--- config.mk ---
export PLATFORM = sky130hd
export DESIGN_NAME = tmds_channel_decoder
export DESIGN_NICKNAME = d
export VERILOG_FILES = /design/src/rtl/tmds_pkg.sv /design/src/rtl/tmds_word_decode.sv /design/src/rtl/tmds_channel_decoder.sv
export SDC_FILE = /design/constraint.sdc
export NUM_CORES = 1
export LEC_CHECK = 0
export CAP_MARGIN = 5
export CORE_MARGIN = 1.5
export CORE_UTILIZATION = 45
export CTS_CLUSTER_SIZE = 30
export DETAILED_ROUTE_END_ITERATION = 8
export HOLD_SLACK_MARGIN = 0.02
export PLACE_DENSITY = 0.69
export SYNTH_ARGS = -nofsm -noshare
export SYNTH_HDL_FRONTEND = slang
export SYNTH_SLANG_ARGS = --single-unit
--- constraint.sdc ---
create_clock -name clk -period 2.6 [get_ports clk]
set_clock_uncertainty 0.15 [all_clocks]
set_input_delay 0.52 -clock clk [delete_from_list [all_inputs] [get_ports clk]]
set_output_delay 0.52 -clock clk [all_outputs]
set_load 0.05 [all_outputs]
--- src/rtl/tmds_pkg.sv ---
// Shared TMDS definitions: control-token codes, ctrl encoding, alignment FSM states
// and the video-character decode used by both ends of the link.
package tmds_pkg;

  localparam logic [9:0] TOKEN_C00 = 10'h354;
  localparam logic [9:0] TOKEN_C01 = 10'h0AB;
  localparam logic [9:0] TOKEN_C10 = 10'h154;
  localparam logic [9:0] TOKEN_C11 = 10'h2AB;

  localparam logic [1:0] CTRL_00 = 2'b00;
  localparam logic [1:0] CTRL_01 = 2'b01;
  localparam logic [1:0] CTRL_10 = 2'b10;
  localparam logic [1:0] CTRL_11 = 2'b11;

  typedef enum logic {
    ST_SEARCH = 1'b0,
    ST_LOCKED = 1'b1
  } align_state_e;

  // Undo the optional inversion (q[9]) and the XOR/XNOR chain selected by q[8].
  function automatic logic [7:0] tmds_decode_data(input logic [9:0] q);
    logic [7:0] b;
    logic [7:0] d;
    b    = q[9] ? ~q[7:0] : q[7:0];
    d    = 8'h00;
    d[0] = b[0];
    for (int i = 1; i < 8; i++) begin
      d[i] = q[8] ? (b[i] ^ b[i-1]) : ~(b[i] ^ b[i-1]);
    end
    return d;
  endfunction

endpackage

--- src/rtl/tmds_word_decode.sv ---
// Combinational decode of one aligned 10-bit TMDS character into either a
// control token ({c1,c0}) or an 8-bit video byte.
module tmds_word_decode
  import tmds_pkg::*;
(
  input  logic [9:0] word,
  output logic [7:0] data,
  output logic [1:0] ctrl,
  output logic       is_ctrl
);

  // Token match first; any other code is treated as a video character
  always_comb begin
    data    = tmds_decode_data(word);
    ctrl    = CTRL_00;
    is_ctrl = 1'b0;
    case (word)
      TOKEN_C00: begin ctrl = CTRL_00; is_ctrl = 1'b1; end
      TOKEN_C01: begin ctrl = CTRL_01; is_ctrl = 1'b1; end
      TOKEN_C10: begin ctrl = CTRL_10; is_ctrl = 1'b1; end
      TOKEN_C11: begin ctrl = CTRL_11; is_ctrl = 1'b1; end
      default:   begin ctrl = CTRL_00; is_ctrl = 1'b0; end
    endcase
  end

endmodule

--- src/rtl/tmds_channel_decoder.sv ---
// One TMDS receive channel: finds the character boundary by hunting for runs
// of control tokens, then decodes aligned characters to video data or ctrl.
module tmds_channel_decoder
  import tmds_pkg::*;
#(
  parameter int TOKEN_RUN = 8,
  parameter int TIMEOUT   = 2048
) (
  input  logic       clk,
  input  logic       reset,
  input  logic [9:0] tmds_word,
  output logic [7:0] data,
  output logic [1:0] ctrl,
  output logic       de,
  output logic       locked,
  output logic [3:0] offset
);

  localparam int               RUN_W       = $clog2(TOKEN_RUN + 1);
  localparam logic [RUN_W-1:0] RUN_FULL    = RUN_W'(TOKEN_RUN);
  localparam logic [RUN_W-1:0] RUN_ZERO    = RUN_W'(32'd0);
  localparam logic [RUN_W-1:0] RUN_ONE     = RUN_W'(32'd1);
  localparam logic [15:0]      TIMER_LIMIT = 16'(TIMEOUT);

  logic [9:0]       prev_word_r;
  logic [9:0]       aligned_r;
  logic [19:0]      window_s;
  logic [9:0]       aligned_s;
  logic [7:0]       dec_data_s;
  logic [1:0]       dec_ctrl_s;
  logic             dec_is_ctrl_s;
  logic [RUN_W-1:0] run_r;
  logic [RUN_W-1:0] run_next_s;
  logic [15:0]      timer_r;
  logic [15:0]      timer_inc_s;
  logic             run_done_s;
  logic             timeout_s;
  logic             lock_next_s;
  logic [3:0]       offset_r;
  logic [3:0]       offset_step_s;
  align_state_e     state_r;
  logic [7:0]       data_r;
  logic [1:0]       ctrl_r;
  logic             de_r;
  logic             locked_r;

  // Bit 0 of the window is the earliest bit on the wire.
  assign window_s  = {tmds_word, prev_word_r};
  assign aligned_s = window_s[offset_r +: 10];

  tmds_word_decode u_word_decode (
    .word    (aligned_r),
    .data    (dec_data_s),
    .ctrl    (dec_ctrl_s),
    .is_ctrl (dec_is_ctrl_s)
  );

  // Next run count, saturating word timer, offset step and next lock status
  always_comb begin
    run_next_s    = RUN_ZERO;
    timer_inc_s   = timer_r;
    offset_step_s = 4'd0;
    lock_next_s   = 1'b0;
    if (dec_is_ctrl_s) begin
      if (run_r == RUN_FULL) begin
        run_next_s = run_r;
      end else begin
        run_next_s = run_r + RUN_ONE;
      end
    end else begin
      run_next_s = RUN_ZERO;
    end
    if (timer_r == 16'hFFFF) begin
      timer_inc_s = timer_r;
    end else begin
      timer_inc_s = timer_r + 16'd1;
    end
    if (offset_r >= 4'd9) begin
      offset_step_s = 4'd0;
    end else begin
      offset_step_s = offset_r + 4'd1;
    end
    // A completed run outranks a simultaneous timeout.
    if (run_done_s) begin
      lock_next_s = 1'b1;
    end else if ((state_r == ST_LOCKED) && !timeout_s) begin
      lock_next_s = 1'b1;
    end else begin
      lock_next_s = 1'b0;
    end
  end

  assign run_done_s = (run_next_s == RUN_FULL);
  assign timeout_s  = (timer_inc_s >= TIMER_LIMIT);

  // Alignment front end: previous raw word and the selected character
  always_ff @(posedge clk or posedge reset) begin
    if (reset) begin
      prev_word_r <= 10'd0;
      aligned_r   <= 10'd0;
    end else begin
      prev_word_r <= tmds_word;
      aligned_r   <= aligned_s;
    end
  end

  // Alignment FSM with run/timer bookkeeping and lock-gated output registers
  always_ff @(posedge clk or posedge reset) begin
    if (reset) begin
      state_r  <= ST_SEARCH;
      offset_r <= 4'd0;
      run_r    <= RUN_ZERO;
      timer_r  <= 16'd0;
      data_r   <= 8'h00;
      ctrl_r   <= CTRL_00;
      de_r     <= 1'b0;
      locked_r <= 1'b0;
    end else begin
      run_r   <= run_next_s;
      timer_r <= timer_inc_s;
      case (state_r)
        ST_SEARCH: begin
          if (run_done_s) begin
            state_r <= ST_LOCKED;
            timer_r <= 16'd0;
          end else if (timeout_s) begin
            offset_r <= offset_step_s;
            run_r    <= RUN_ZERO;
            timer_r  <= 16'd0;
          end else begin
            state_r <= ST_SEARCH;
          end
        end
        ST_LOCKED: begin
          if (run_done_s) begin
            timer_r <= 16'd0;
          end else if (timeout_s) begin
            state_r <= ST_SEARCH;
            run_r   <= RUN_ZERO;
            timer_r <= 16'd0;
          end else begin
            state_r <= ST_LOCKED;
          end
        end
        default: begin
          state_r <= ST_SEARCH;
          run_r   <= RUN_ZERO;
          timer_r <= 16'd0;
        end
      endcase
      locked_r <= lock_next_s;
      if (lock_next_s) begin
        de_r   <= ~dec_is_ctrl_s;
        data_r <= dec_is_ctrl_s ? 8'h00 : dec_data_s;
        ctrl_r <= dec_is_ctrl_s ? dec_ctrl_s : CTRL_00;
      end else begin
        de_r   <= 1'b0;
        data_r <= 8'h00;
        ctrl_r <= CTRL_00;
      end
    end
  end

  assign data   = data_r;
  assign ctrl   = ctrl_r;
  assign de     = de_r;
  assign locked = locked_r;
  assign offset = offset_r;

endmodule

Yosys cells after proc, flatten, opt, wreduce, memory -nomap -nowiden
Cells that the tools add are included.
- add/subtract/negate cells: 3
- magnitude comparators: 2
- equality and inequality tests: 7
- shift operators: 1
- muxes and demuxes: 29
- bitwise logic cells: 18
- reductions and logical operators: 4
- operator list (operator ; number):
    2-to-1 mux 16 bit ; 3
    2-to-1 mux 8 bit ; 3
    == test 10 bit (second input constant) ; 2
    2-to-1 mux 4 bit ; 5
    variable part select 20 x 5 -> 10 bit ; 1
    adder 16 x 1 -> 16 bit (second input constant) ; 1
    == test 16 bit (second input constant) ; 1
    >= comparator 16 x 12 -> 1 bit (second input constant) ; 1
    2-to-1 mux 1 bit ; 14
    == test 10 x 8 -> 1 bit (second input constant) ; 1
    == test 10 x 9 -> 1 bit (second input constant) ; 1
    NOT 1 bit ; 10
    adder 4 x 1 -> 4 bit (second input constant) ; 2
    == test 4 bit (second input constant) ; 2
    NOT 8 bit ; 1
    bitwise XOR 1 bit ; 7
    case mux 2 bit (3 select lines) ; 1
    >= comparator 4 bit (second input constant) ; 1
    2-to-1 mux 2 bit ; 2
    OR reduction 4 bit ; 1
    AND reduction 3 bit ; 1
    case mux 1 bit (2 select lines) ; 1
    logical AND 1 bit ; 1
    zero test 1 bit ; 1
- bits in registers: 57
- bits of input ports: 12
- logic and storage cells: 74

Logic depth before layout (Yosys ltp)
Gate-level depths: netlist (run 1).
- word-level depth: 8
- depth in mapped cells: 8

Cells and area by module
From an unflattened synthesis (run 1), not the netlist that was laid out.
- cells, all modules: 272
- area total of the unflattened synthesis: 3128.0 sq um
- modules (own cells, without submodules) (module ; instances ; cells each ; area an instance (sq um) ; sequential area each (sq um)):
    tmds_channel_decoder ; 1 ; 247 ; 2911.5 ; 1426.4
    tmds_word_decode ; 1 ; 25 ; 216.5 ; 0.0

Worst setup path before layout (run 1)
OpenSTA, ideal clock, no wires.
- path type: register to register
- start: register offset_r[0] (netlist: offset[0])
- end: register aligned_r[5]
- setup time: 0.138 ns
- arrival time: 2.121 ns
- data required time: 2.312 ns
- setup slack: 0.191 ns
- stages on the path, launching flop included: 4
- path buffers: 1
- clock period less this slack: 2.409 ns
- cells stage by stage: dfrtp_1 > buf_2 > mux4_2 > mux4_2
- word-level cells in the longest chain between the ends: 1
- ends and longest elaborated chain (item ; RTL line ; RTL):
    start: declaration ; tmds_channel_decoder.sv:39 ; logic [3:0] offset_r;
    start signal: assignment ; tmds_channel_decoder.sv:127 ; offset_r <= offset_step_s;
    variable part select 20 x 5 -> 10 bit ; tmds_channel_decoder.sv:49 ; assign aligned_s = window_s[offset_r +: 10];
    named net aligned_s[5] ; tmds_channel_decoder.sv:28 ; logic [9:0] aligned_s;
    end signal: assignment ; tmds_channel_decoder.sv:103 ; aligned_r <= aligned_s;
    end: declaration ; tmds_channel_decoder.sv:26 ; logic [9:0] aligned_r;
The timed path passes the listed nets, and every way through them passes these cells.
A chain may end at the register's enable or synchronous reset.

Final worst setup path (run 1)
- start: register timer_r[2]
- end: register data_r[2] (netlist: data[2])
- word-level cells in the longest chain between the ends: 8
- ends and longest elaborated chain (item ; RTL line ; RTL):
    start: declaration ; tmds_channel_decoder.sv:34 ; logic [15:0] timer_r;
    start signal: assignment ; tmds_channel_decoder.sv:120 ; timer_r <= timer_inc_s;
    adder 16 x 1 -> 16 bit or == test 16 bit (tied branches) ; tmds_channel_decoder.sv:76, tmds_channel_decoder.sv:73 ;
    2-to-1 mux 16 bit * ; tmds_channel_decoder.sv:73 ; if (timer_r == 16'hFFFF) begin
    >= comparator 16 x 12 -> 1 bit * ; tmds_channel_decoder.sv:94 ; assign timeout_s = (timer_inc_s >= TIMER_LIMIT);
    zero test 1 bit * ; tmds_channel_decoder.sv:86 ; end else if ((state_r == ST_LOCKED) && !timeout_s) begin
    logical AND 1 bit * ; tmds_channel_decoder.sv:86 ;
    2-to-1 mux 1 bit * ; tmds_channel_decoder.sv:86 ;
    2-to-1 mux 1 bit * ; tmds_channel_decoder.sv:84 ; if (run_done_s) begin
    2-to-1 mux 8 bit * ; tmds_channel_decoder.sv:152 ; if (lock_next_s) begin
    end signal: assignment ; tmds_channel_decoder.sv:154 ; data_r <= dec_is_ctrl_s ? 8'h00 : dec_data_s;
    end: declaration ; tmds_channel_decoder.sv:42 ; logic [7:0] data_r;
Every way passes the cells marked *; elsewhere a longest branch is shown, timed or not.

==> run summary, run 1 <==
The run finished, with violations left. The checks that failed: design-rule violations. The clock network latency to the later pin of the worst-skew pair is 0.34 ns, and the largest voltage drop on the vdd net is 0.707 mV. Compared with the post-synthesis result, the final layout area differs by 19.8%. The count of yosys warnings during synthesis was 0; the area inside the core boundary was 0.00646 mm^2. The cell depth of the worst min-delay path works out to 1. The critical-path maximum fanout was 9; the number of top-level pins was 28.

The critical path in this run is classified as reg -> reg. Summing the areas of all and, or, nand and nor instances in the mapped netlist gives 12.7% of the synthesized area. The horizontal die dimension works out to 85.3 um. At the worst endpoint, the required time is 2.71 ns.

By area the synthesized netlist is led by dfrtp_1 47%, mux4_2 10%, ha_1 4.9%, xnor2_1 4.9%, nor2_1 4.8%. The clock transition at the register clock pins on the worst setup and hold paths after CTS was 0.07 ns. Floorplan row count: 29. For this design the static power due to leakage is 1.56 nW. 0 antenna diodes ended up in the layout. In the synthesized netlist the dominant register cell turns out to be dfrtp_1. The share of the cycle needed by the critical path after routing was 85.7%; the share of Yosys cell area claimed by the top area cell type was 46.8%.

The tools report the count of cells resized by post-cts repair as 0. The run gives 0 as the global route total overflow. The net count of the finished layout is 340. The portion of synthesized area spent on multiplexers is 17.3%.

The logs give 3 for the H-tree depth and 10200 um for the first-pass GRT wire length. Setup repair after global routing left no endpoint under its margin. The root buffer cell was clkbuf_8. In this run the most critical hold path is launched from timer_r[8].

The kind of path behind the tightest hold check is reg -> reg. The post-route netlist has 17.4% of its cells at a drive strength greater than 1. After clock tree synthesis, the setup repair step added 0 buffers. Measured in cells, the most critical reg-to-reg path has a length of 5. In the synthesized netlist the async set-or-reset flop fraction comes to 100%.

The combined area of all synthesized cells came out at 0.00305 mm^2. The floorplan step defined a die boundary enclosing 0.00728 mm^2. The worst hold endpoint is timer_r[8]. After synthesis, the largest family of logic cells by area is multiplexers. The endpoint of the most critical register-to-register path is data[2]. For the pin with the worst max-slew slack, the measured transition is 0.553 ns. For this configuration, the core starts out at a cell density of 47.2%.

The tools report the slack of the worst reg-to-reg path as 0.37 ns. Cell type with the largest total area after synthesis: dfrtp_1. The overall global routing resource usage was 18.1%.

Synthesis inferred 57 register bits. Yosys mapped a number of flops with a built-in enable equal to 0. For the total negative slack for setup checks, the log shows 0 ns. The first detailed-routing pass ran for 6 iterations.

Area share of xor/xnor cells in the synthesized design: 5.17%. Maximum number of pins on one net before global-route repair: 35. Setup violations remaining at the end of the flow were counted as 0. The HPWL after detailed placement is 4170 um. The count of hold buffers inserted by post-cts repair was 0; the number of different library cells in the post-synthesis netlist was 41. For the number of max-cap violations, the log shows 0.

The element type at the critical path end is a flop. A synthesized cell averages 11.0 um^2. The tools report the launching point of the worst reg2reg path as timer_r[2]. Count of port buffers added during placement: 27.

The detailed-route wire length per cell was 14.5 um. The residual DRC count came out at 1. The register area share after synthesis came out at 46.8%. For the number of antenna-violating nets in the routed design, the log shows 0. The logs give 5780 um for the wire length after detailed routing and 57 for the number of sinks driven by the clock tree.

Number of global-route vias before repair: 2128. The worst setup path is launched from a flop. Summing the areas of all fa, ha and maj instances in the mapped netlist gives 4.92% of the synthesized area.

Data arrival time of the critical path: 2.34 ns. The final count of hold timing violations is 0. The power density relative to cell area is 972 mW/mm^2.

TritonCTS created 9 clock buffers. Headroom to the max-slew limit came out at 63.1%. The via-per-instance ratio was 5.41. The routability-driven placement congestion ratio is 0.810. Leaving out fill and tap cells, the most frequent cell in the layout is dfrtp_1.

Counting along the longest clock path gives a buffer depth of 2. The share of the synthesized area in compound gates (AO/OA/AOI/OAI) came out at 8.90%. In the synthesized netlist, the number of instances is 278.

The highest attainable clock frequency is 0.449 GHz. For the finished layout, the period the worst path requires is 2.23 ns. The number of antenna violations at the first check in global routing is 0, and the detailed-route via count is 2153.

Cells fill 56.6% of the core in the end. The count of routing violations after the opening detailed-route iteration was 147; the final non-filler cell area was 0.00365 mm^2. The number of max-slew violations in the final report was 0. In the layout the commonest cells are 57 x dfrtp_1, 39 x nor2_1, 24 x clkdlybuf4s50_1.

TritonCTS built the clock tree. Vertical die dimension: 85.3 um. In this run the cell area measured after placement is 0.00346 mm^2.
## cell families (layout without fill, tap and decap cells)
family	after synthesis	count (layout)
AND/OR/NAND/NOR	82	82
flip-flops	57	57
AO/OA/AOI/OAI	42	42
multiplexers	34	34
buffers and inverters	32	71
XOR/XNOR	18	18
adder cells (fa/ha/maj)	12	12
other	1	5
## worst max-delay path, cell delays in order, from the launching register on
cell and delay [ns]:
dfrtp_1 0.45, nand4_1 0.19, nor4_2 0.32, mux2i_1 0.48
nand3_1 0.36, nor2_1 0.20
## flip-flops by register name, summed over array words and instances (netlist names)
| signal | count |
|---|---|
| timer_r | 16 |
| aligned_r | 10 |
| prev_word_r | 10 |
| data | 8 |
| offset | 4 |
| run_r | 4 |
| ctrl | 2 |
| de | 1 |
| locked | 1 |
| state_r | 1 |
## worst max-delay path by stage
stage,from,end,cells past startpoint
3_5_place_dp,tmds_word[1],aligned_r[9],5
4_1_cts,timer_r[2],data[2],5
6_report,timer_r[2],data[2],5
5_1_grt,timer_r[2],data[1],5
3_3_place_gp,tmds_word[0],aligned_r[9],5
2_1_floorplan,offset[0],aligned_r[5],3
## where the power goes
group	switching (mW)	internal, mW
combinational	0.769	0.786
clock	0.354	0.461
sequential	0.164	1.02
total	1.29	2.26
## Yosys cell counts, drive strengths merged (3+ instances only)
library cell,n
dfrtp,57
xnor2,17
ha,12
clkbuf,5
nor3,3
nand2,12
a21oi,18
mux2i,10
mux2,10
nand4,3
nor2,39
a211oi,8
o21ai,5
inv,19
buf,7
mux4,14
nor2b,3
nand3,11
## through the flow
| step | hold WS, ns | cells | power (mW) | worst slack (ns) |
|---|---|---|---|---|
| floorplan | 0.314 | 282 | 2.41 | 0.191 |
| global placement | 0.347 | 382 | 2.72 | 0.308 |
| detailed placement | 0.354 | 382 | 2.75 | 0.279 |
| CTS | 0.365 | 398 | 3.58 | 0.339 |
| global route | 0.389 | 398 | 3.81 | 0.110 |
| finish | 0.370 | 398 | 3.55 | 0.372 |
## layer usage
metal	up-vias	routed length [um]	GRT usage [%]
li1	1058	-	-
met1	1028	2720	24.3
met2	59	2710	28.2
met3	8	250	4.96
met4	0	98	6.60
met5	-	0	0
## cell type report
type / instances / area (um^2)
fillers: 552 / 2810
multi-input cells: 193 / 1510
flip-flops and latches: 57 / 1430
repair buffers: 35 / 348
clock buffers: 10 / 138
well taps: 77 / 96.3
inverters: 20 / 75.1
clock inverters: 6 / 57.6
No activity file was read; power rests on OpenSTA's default activity.
==> run 2, diff against run 1 <==
ABC_CLOCK_PERIOD_IN_PS = 2600   (was unset)
CTS_BUF_LIST = sky130_fd_sc_hd__clkbuf_4   (was unset)
==> run summary, run 2 (synthesis gave the netlist of run 1 again) <==
Headroom to the max-slew limit came out at 62.2%. Summing all multi-input logic gate instances after layout gives 0.00151 mm^2. The root buffer cell was clkbuf_4. Final non-filler cell area: 0.00359 mm^2. For the worst setup path, the data arrival time is 1.61 ns. The endpoint of the most critical register-to-register path was data[2]. Along the worst path, the maximum fanout reaches 2. The analysis attributes to net switching a power of 1.26 mW. For this design the static power due to leakage is 1.53 nW. Across all layers, the routed design uses 2140 vias. The tools report the area inside the core boundary as 0.00646 mm^2.

The overall global routing resource usage is 17.7%, and the via-per-instance ratio is 5.38. The die covers 0.00728 mm^2. The number of antenna violations at the first check in global routing came out at 0. Net switching is 37.7% of the power. The register with the most flip-flops in the layout has 16 of them. The global route total overflow was 0. In this run the register-to-register setup slack is 0.37 ns. The library cell used most frequently in the layout, excluding fill and tap cells, is dfrtp_1. The tools report the number of global-route vias before repair as 2140. The startpoint identified for the worst register-to-register timing path is timer_r[2]. Static timing analysis puts the maximum clock frequency at 0.438 GHz. During placement, the flow inserted port buffers numbering 27. Buffers inserted during clock tree synthesis total 9. The share of total power dissipated in sequential elements is 35.2%.

Detailed placement ended at an HPWL of 4170 um. The count of cells resized by post-cts repair was 0; the number of top-level pins was 28. Summing all flip-flop and latch instances after layout gives 0.00143 mm^2.

The tools report the cell area after placement as 0.00346 mm^2. The combinational share of power was 46.5%. At the end of routability-driven placement, the weighted congestion stood at 0.810.

The maximum number of pins on one net before global-route repair is 35. The residual DRC count came out at 1. In the final layout, the registers with the most flip-flops are timer_r x16, aligned_r x10, prev_word_r x10. The initial utilization of the core area, before any placement, comes to 47.2%. The filler cells instantiated in the layout total 562. The run gives 0 as the number of max-cap violations. In this run, post-CTS hold repair placed 0 buffers. The floorplan row count was 29.

In this run the number of H-tree levels came out at 3. Kind of path behind the tightest hold check: in -> async. Cells with a size suffix above 1 make up 17.1% of the layout. The final count of hold timing violations came out at 0.

Once detail routing completed, the nets flagged for antenna violations numbered 0. The run gives 0.40 ns as the clock network latency to the later pin of the worst-skew pair. On the critical path, the stage with the largest delay is an instance of clkdlybuf4s50_1. The run gives 0 ns as the total negative slack for setup checks. Relative to the synthesized area, the layout overhead comes to 17.6%.

The top register by number of flip-flops was timer_r. The run gives 0.674 mV as the largest voltage drop on the vdd net. The worst slack at placement is 0.279 ns, and the delay of the slowest cell on the worst path is 0.81 ns.

CTS saw 57 sinks. The number of max-slew violations in the final report is 0, and the final-stage net count is 340. Setup repair after global routing left no endpoint under its margin.

The clock transition at the register clock pins on the worst setup and hold paths after CTS is 0.10 ns. The final reports fail on design-rule violations. The number of buffers and inverters on the critical path came out at 1.

The number of antenna diodes in the final layout is 0. The flow ran to the end, but the final reports show violations. The first detailed-routing pass ran for 6 iterations. The largest delay contributor family on the critical path is buffers and inverters. TritonCTS built the clock tree. The number of cells on the worst reg-to-reg path is 5. Setup violations remaining at the end of the flow were counted as 0. The die is 85.3 um wide. By startpoint and endpoint, the worst setup path is classified as reg -> out. Traced cell by cell, the critical path runs through clkdlybuf4s50_1. Element type at the critical path end: an output port. Of the available clock period, the critical path in the final layout requires 87.7%. The logs give 0 for the post-CTS repair timing setup buffer count and 5640 um for the wire length after detailed routing. Power spread over the standard cell area amounts to 932 mW/mm^2.

Slew of the pin with the lowest slew margin: 0.567 ns. In the layout the commonest cells are 57 x dfrtp_1, 39 x nor2_1, 24 x clkdlybuf4s50_1. The detailed-route wire length per cell is 14.2 um, and the final critical-path setup slack is 0.319 ns. The count of routing violations after the opening detailed-route iteration was 113. The logs give 18.3% for the power share of the clock group and 1.93 ns for the data required time of the critical path.

The first global-routing pass estimated 9990 um of wire. The minimum period implied by the final worst setup slack is 2.28 ns, and the deepest clock path buffer count is 2. The worst setup path is launched from a flop. Internal power comes to 2.08 mW. The vertical die dimension was 85.3 um.
==> run 2: cell count changes in the layout (fill, tap and decap cells not counted), sizes merged <==
| cell | change |
|---|---|
| clkbuf | -1 |
| clkinv | +1 |
==> run 2: cell type report <==
| class | count | area share [%] |
|---|---|---|
| clock buffer | 9 | 1.88 |
| clock inverter | 7 | 1.71 |
| inverter | 20 | 2.09 |
| multi-input combinational | 193 | 42.2 |
| sequential | 57 | 39.8 |
| tap | 77 | 2.69 |
| timing repair buffer | 35 | 9.70 |
==> run 2: power groups by stage <==
stage | Sequential [mW] | Combinational, mW | Clock [mW]
2_1_floorplan | 1.23 | 1.18 | 0
3_3_place_gp | 1.19 | 1.52 | 0
3_5_place_dp | 1.20 | 1.55 | 0
4_1_cts | 1.18 | 1.56 | 0.629
5_1_grt | 1.20 | 1.73 | 0.669
6_report | 1.18 | 1.56 | 0.610
==> run 2: worst max path at each step <==
stage	cells past startpoint	end	start	slack [ns]
3_5_place_dp	5	aligned_r[9]	tmds_word[1]	0.28
6_report	1	offset[2]	offset[2]	0.32
4_1_cts	1	offset[2]	offset[2]	0.30
3_3_place_gp	5	aligned_r[9]	tmds_word[0]	0.31
5_1_grt	5	data[1]	timer_r[2]	0.10
2_1_floorplan	3	aligned_r[5]	offset[0]	0.19
==> run 2: layer usage <==
layer / GRT usage, % / wire, um
met5: 0 / 0
met4: 7.48 / 104
met3: 4.09 / 199
met2: 27.8 / 2680
met1: 23.6 / 2650
==> run 2: through the flow <==
step | total power, mW | utilization (%) | hold slack (ns) | std cells
after global routing | 3.60 | 55.5 | 0.351 | 398
after CTS | 3.37 | 55.5 | 0.319 | 398
after global placement | 2.72 | 53.5 | 0.347 | 382
final | 3.34 | 55.5 | 0.311 | 398
after detailed placement | 2.75 | 53.5 | 0.354 | 382
after floorplan | 2.41 | - | 0.314 | 282
==> RTL edit 1, RTL diff (settings of run 2) <==
`prev_word_r` no longer has a reset.
--- a/src/rtl/tmds_channel_decoder.sv
+++ b/src/rtl/tmds_channel_decoder.sv
@@ -96,12 +96,14 @@
   // Alignment front end: previous raw word and the selected character
   always_ff @(posedge clk or posedge reset) begin
     if (reset) begin
-      prev_word_r <= 10'd0;
       aligned_r   <= 10'd0;
     end else begin
-      prev_word_r <= tmds_word;
       aligned_r   <= aligned_s;
     end
+  end
+
+  always_ff @(posedge clk) begin
+    prev_word_r <= tmds_word;
   end
 
   // Alignment FSM with run/timer bookkeeping and lock-gated output registers
Function: changed (a bounded check fails within 10 cycles, from zero or initial values and one cycle with reset high).
==> RTL edit 1 against run 2 <==
Die area fell by 1.6%. Largest power group unchanged. Area after synthesis shrank 1.6%. Core utilization up 0.28 points. Worst setup slack worse by 0.043 ns. Total power up 5.1%. Via count decreased by 1.1%. Synthesized cell count unchanged. Sequential cell count stayed put. Design area decreased by 0.63%. Routed wire length decreased by 2.9%.
==> RTL edit 1: results (changes against run 2) <==
DP HPWL: 3980 um (-4.5%)
Post-DP Area: 3390 um2 (-2.0%)
max incr delay on CP: 0.92 ns (+0.11 ns)
register area share after synthesis: 45.9% (-0.89 points)
Nets: 339 (-0.29%)
gpl congestion: 0.822 (+1.4%)
asr flop ratio synth: 82.5% (-18 points)
clock network power consumption: 0.000808 W (+32%)
crit path from: offset[3]$_DFFE_PP0P_
gr usage total: 17.4% (-0.28 points)
FILL cells: 566 (+0.71%)
sw frac: 35.6% (-2.1 points)
Slew @ Worst Pin: 0.866 ns (+0.299 ns)
Avg Synthesized Cell Area: 10.8 um2 (-1.6%)
slowest cell on the critical path: dfrtp_1
Commonest cells post-synth: dfrtp_1 (47), nor2_1 (39), inv_1 (19), a21oi_1 (18), xnor2_1 (17)
Leak: 1.51 nW (-1.3%)
CP Max Fanout: 29 (+27)
Finished Layout Cells: 397 (-0.25%)
largest net degree at the start of global routing: 48 (+37%)
Seq group: 0.00122 W (+3%)
Crit path arrival time: 1.65 ns (+0.04 ns)
FF+latch area: 1380 um2 (-3.5%)
Initial DRT Pass Iterations: 4 (-2)
routed wire length: 5470 um (-2.9%)
global-route wire length before repair: 9720 um (-2.8%)
1st-iter DRT viols: 76 (-33%)
Cell variety after synth: 42 (+2.4%)
status: completed
Hold/Removal Path Class: reg -> reg
VDD IR max: 820 uV (+22%)
reg-to-reg endpoint: run_r[3]$_DFF_PP0_
[RTL edit 1: cell types whose count changed after synthesis]
cell / before / now
dfrtp_1: 57 / 47
dfxtp_1: 0 / 10
[RTL edit 1: worst max-delay path by stage]
stage | to | slack (ns) | cells past startpoint
2_1_floorplan | aligned_r[5]$_DFF_PP0_ | 0.19 | 3
3_3_place_gp | aligned_r[8]$_DFF_PP0_ | 0.34 | 5
3_5_place_dp | aligned_r[8]$_DFF_PP0_ | 0.31 | 5
4_1_cts | offset[3] | 0.27 | 1
5_1_grt | run_r[3]$_DFF_PP0_ | 0.03 | 5
6_report | offset[3] | 0.28 | 1
[RTL edit 1: per-stage QoR]
step	worst slack (ns)	power, W
floorplan	0.191	0.00241
global placement	0.339	0.00270
detailed placement	0.310	0.00272
CTS	0.265	0.00355
global route	0.0327	0.00378
finish	0.276	0.00351
[RTL edit 1: layout make-up]
cell class	instances	share of cell area, %
clock buffer	9	1.90
clock inverter	7	3.05
inverter	20	2.11
multi-input combinational	193	42.4
sequential	57	38.6
tap	77	2.70
timing repair buffer	34	9.20
[RTL edit 1: cells by family (layout without fill, tap and decap cells)]
group / after synthesis / count (layout) / share of synthesized area, %
simple gates: 82 / 82 / 12.9
fa+ha+maj: 12 / 12 / 5.00
xor+xnor: 18 / 18 / 5.25
mux: 34 / 34 / 17.6
buf+inv: 32 / 70 / 4.21
flops: 57 / 57 / 45.9
compound gates: 42 / 42 / 9.05
other cells: 1 / 5 / 0.125
[RTL edit 1: per-layer routing]
layer  vias up  global-route usage, %  wire length (um)
met5         -                      0                 0
met4         0                   7.04                80
met1      1007                   22.7              2560
met3         9                   5.90               272
li1       1056                      -                 -
met2        45                   26.7              2550
==> RTL edit 2, RTL diff (flow settings as in run 2) <==
Made on the original files. `TOKEN_RUN`: 8 -> 16.
--- a/src/rtl/tmds_channel_decoder.sv
+++ b/src/rtl/tmds_channel_decoder.sv
@@ -3,7 +3,7 @@
 module tmds_channel_decoder
   import tmds_pkg::*;
 #(
-  parameter int TOKEN_RUN = 8,
+  parameter int TOKEN_RUN = 16,
   parameter int TIMEOUT   = 2048
 ) (
   input  logic       clk,
Function: no difference found for any inputs over 10 cycles, from zero or initial values and one cycle with reset high; that may be too few to reach the edited logic, so the function may still have changed.
==> RTL edit 2 against run 2 <==
Area after synthesis rose by 1.5%. Worst setup slack got worse by 0.22 ns. Sequential power rose by 7%. Cell count rose by 4.0%. Total power rose by 6.8%. Routed wire length rose by 2.8%. Sequential cell count rose by 1. Critical endpoint is now offset[0]$_DFFE_PP0P_. Largest cell class unchanged. Design area rose by 4.4%.
==> RTL edit 2: results (changes against run 2) <==
gpl congestion: 0.877 (+8.2%)
internal power: 0.00229 W (+9.8%)
met2 Use GR: 28.7% (+0.85 points)
Multi-input gate area: 1580 um2 (+4.3%)
Inverters: 15 (-25%)
GR met3 Demand/Resource: 4.72% (+0.63 points)
Hold/Removal Path Class: in -> async
family with the most delay on the worst path: simple AND/OR/NAND/NOR gates
Leak: 1.61 nW (+5.0%)
Cell variety after synth: 44 (+7.3%)
Root Buffer: clkbuf_4
routed wire length: 5790 um (+2.8%)
largest net degree at the start of global routing: 28 (-20%)
DP HPWL: 4130 um (-0.84%)
Yosys top cell area share: 46.9% (+0.11 points)
Commonest cells post-synth: dfrtp_1 (58), nor2_1 (40), a21oi_1 (22), xnor2_1 (16), inv_1 (14)
placed insts: 397 (+3.9%)
Post-Place Setup Slack: 0.0598 ns (-0.219 ns)
VDD IR max: 688 uV (+2.1%)
max_slew headroom: 45.6% (-17 points)
slowest cell on the critical path: dfrtp_1
1st-iter DRT viols: 93 (-18%)
share of cells above drive strength 1: 17.7% (+0.53 points)
asr flop ratio synth: 100% (unchanged)
DR vias/cell: 5.35 (-0.50%)
register area share after synthesis: 46.9% (+0.11 points)
initial antenna violation count: 0 (unchanged)
multi-input gates: 205 (+6.2%)
Nets: 353 (+3.8%)
Initial DRT Pass Iterations: 4 (-2)
top post-synthesis cells by area: dfrtp_1 (47%), mux4_2 (7.3%), ha_1 (4.8%)
Plain + repair buffers: 40 (+14%)
IO Port Bufs: 27 (unchanged)
max incr delay on CP: 0.41 ns (-0.40 ns)
Crit path arrival time: 2.65 ns (+1.04 ns)
CTS H-tree depth: 3 (unchanged)
Via Count: 2215 (+3.5%)
crit path from: run_r[1]$_DFF_PP0_
status: completed
met1 Track Usage GR: 22.9% (-0.75 points)
Clock-cell share: 4.68% (+1.1 points)
clk buf depth: 2 (unchanged)
global-route wire length before repair: 10100 um (+1.2%)
Signal buf overhead: 10.3% (+0.59 points)
Seq area share: 38.7% (-1.0 points)
CTS Sinks: 58 (+1.8%)
Cells after Synth: 285 (+2.5%)
gr usage total: 17.8% (+0.15 points)
CP Max Fanout: 5 (+3)
Worst-Skew Late Latency: 0.40 ns (about the same)
[RTL edit 2: cell types whose count changed after synthesis, moves of 3 or more]
cell / delta
a21oi_1: +4
and2_1: +3
inv_1: -5
mux4_2: -4
nor3b_1: +3
xor2_1: +3
[RTL edit 2: final timing paths]
kind	endpoint	cells after the start	slack [ns]
max	offset[0]$_DFFE_PP0P_	7	0.1
min	offset[3]$_DFFE_PP0P_	2	0.31
max reg2reg	offset[0]$_DFFE_PP0P_	7	0.1
min reg2reg	timer_r[8]$_DFF_PP0_	1	0.37
max in group asynchronous	prev_word_r[1]$_DFF_PP0_	3	1.46
min in group clk	timer_r[8]$_DFF_PP0_	1	0.37
[RTL edit 2: cells by family after synthesis]
group	share of synthesized area [%]
compound gates	9.05
xor+xnor	5.66
fa+ha+maj	4.85
buf+inv	3.35
flops	46.9
mux	15.4
other cells	0.121
simple gates	14.7
[RTL edit 2: stage by stage]
step	utilization, %	instance area (um2)	hold WS, ns	total power [W]
2_1_floorplan	-	3110	0.317	0.00240
3_3_place_gp	52.7	3540	0.343	0.00274
3_5_place_dp	52.7	3540	0.355	0.00276
4_1_cts	55.3	3720	0.324	0.00360
5_1_grt	55.8	3750	0.312	0.00383
6_report	55.8	3750	0.307	0.00357
[RTL edit 2: power groups by stage]
stage	logic (W)	registers, W	clock network (W)
6_report	0.00150	0.00126	0.000819
5_1_grt	0.00165	0.00129	0.000892
4_1_cts	0.00150	0.00126	0.000837
3_5_place_dp	0.00149	0.00128	0
3_3_place_gp	0.00147	0.00127	0
2_1_floorplan	0.00116	0.00125	0
[RTL edit 2: per-layer routing]
| metal | up-vias | part of all wire, % |
|---|---|---|
| li1 | 1086 | - |
| met1 | 1069 | 47 |
| met2 | 54 | 48 |
| met3 | 6 | 4.3 |
| met4 | 0 | 1.4 |
| met5 | - | 0 |
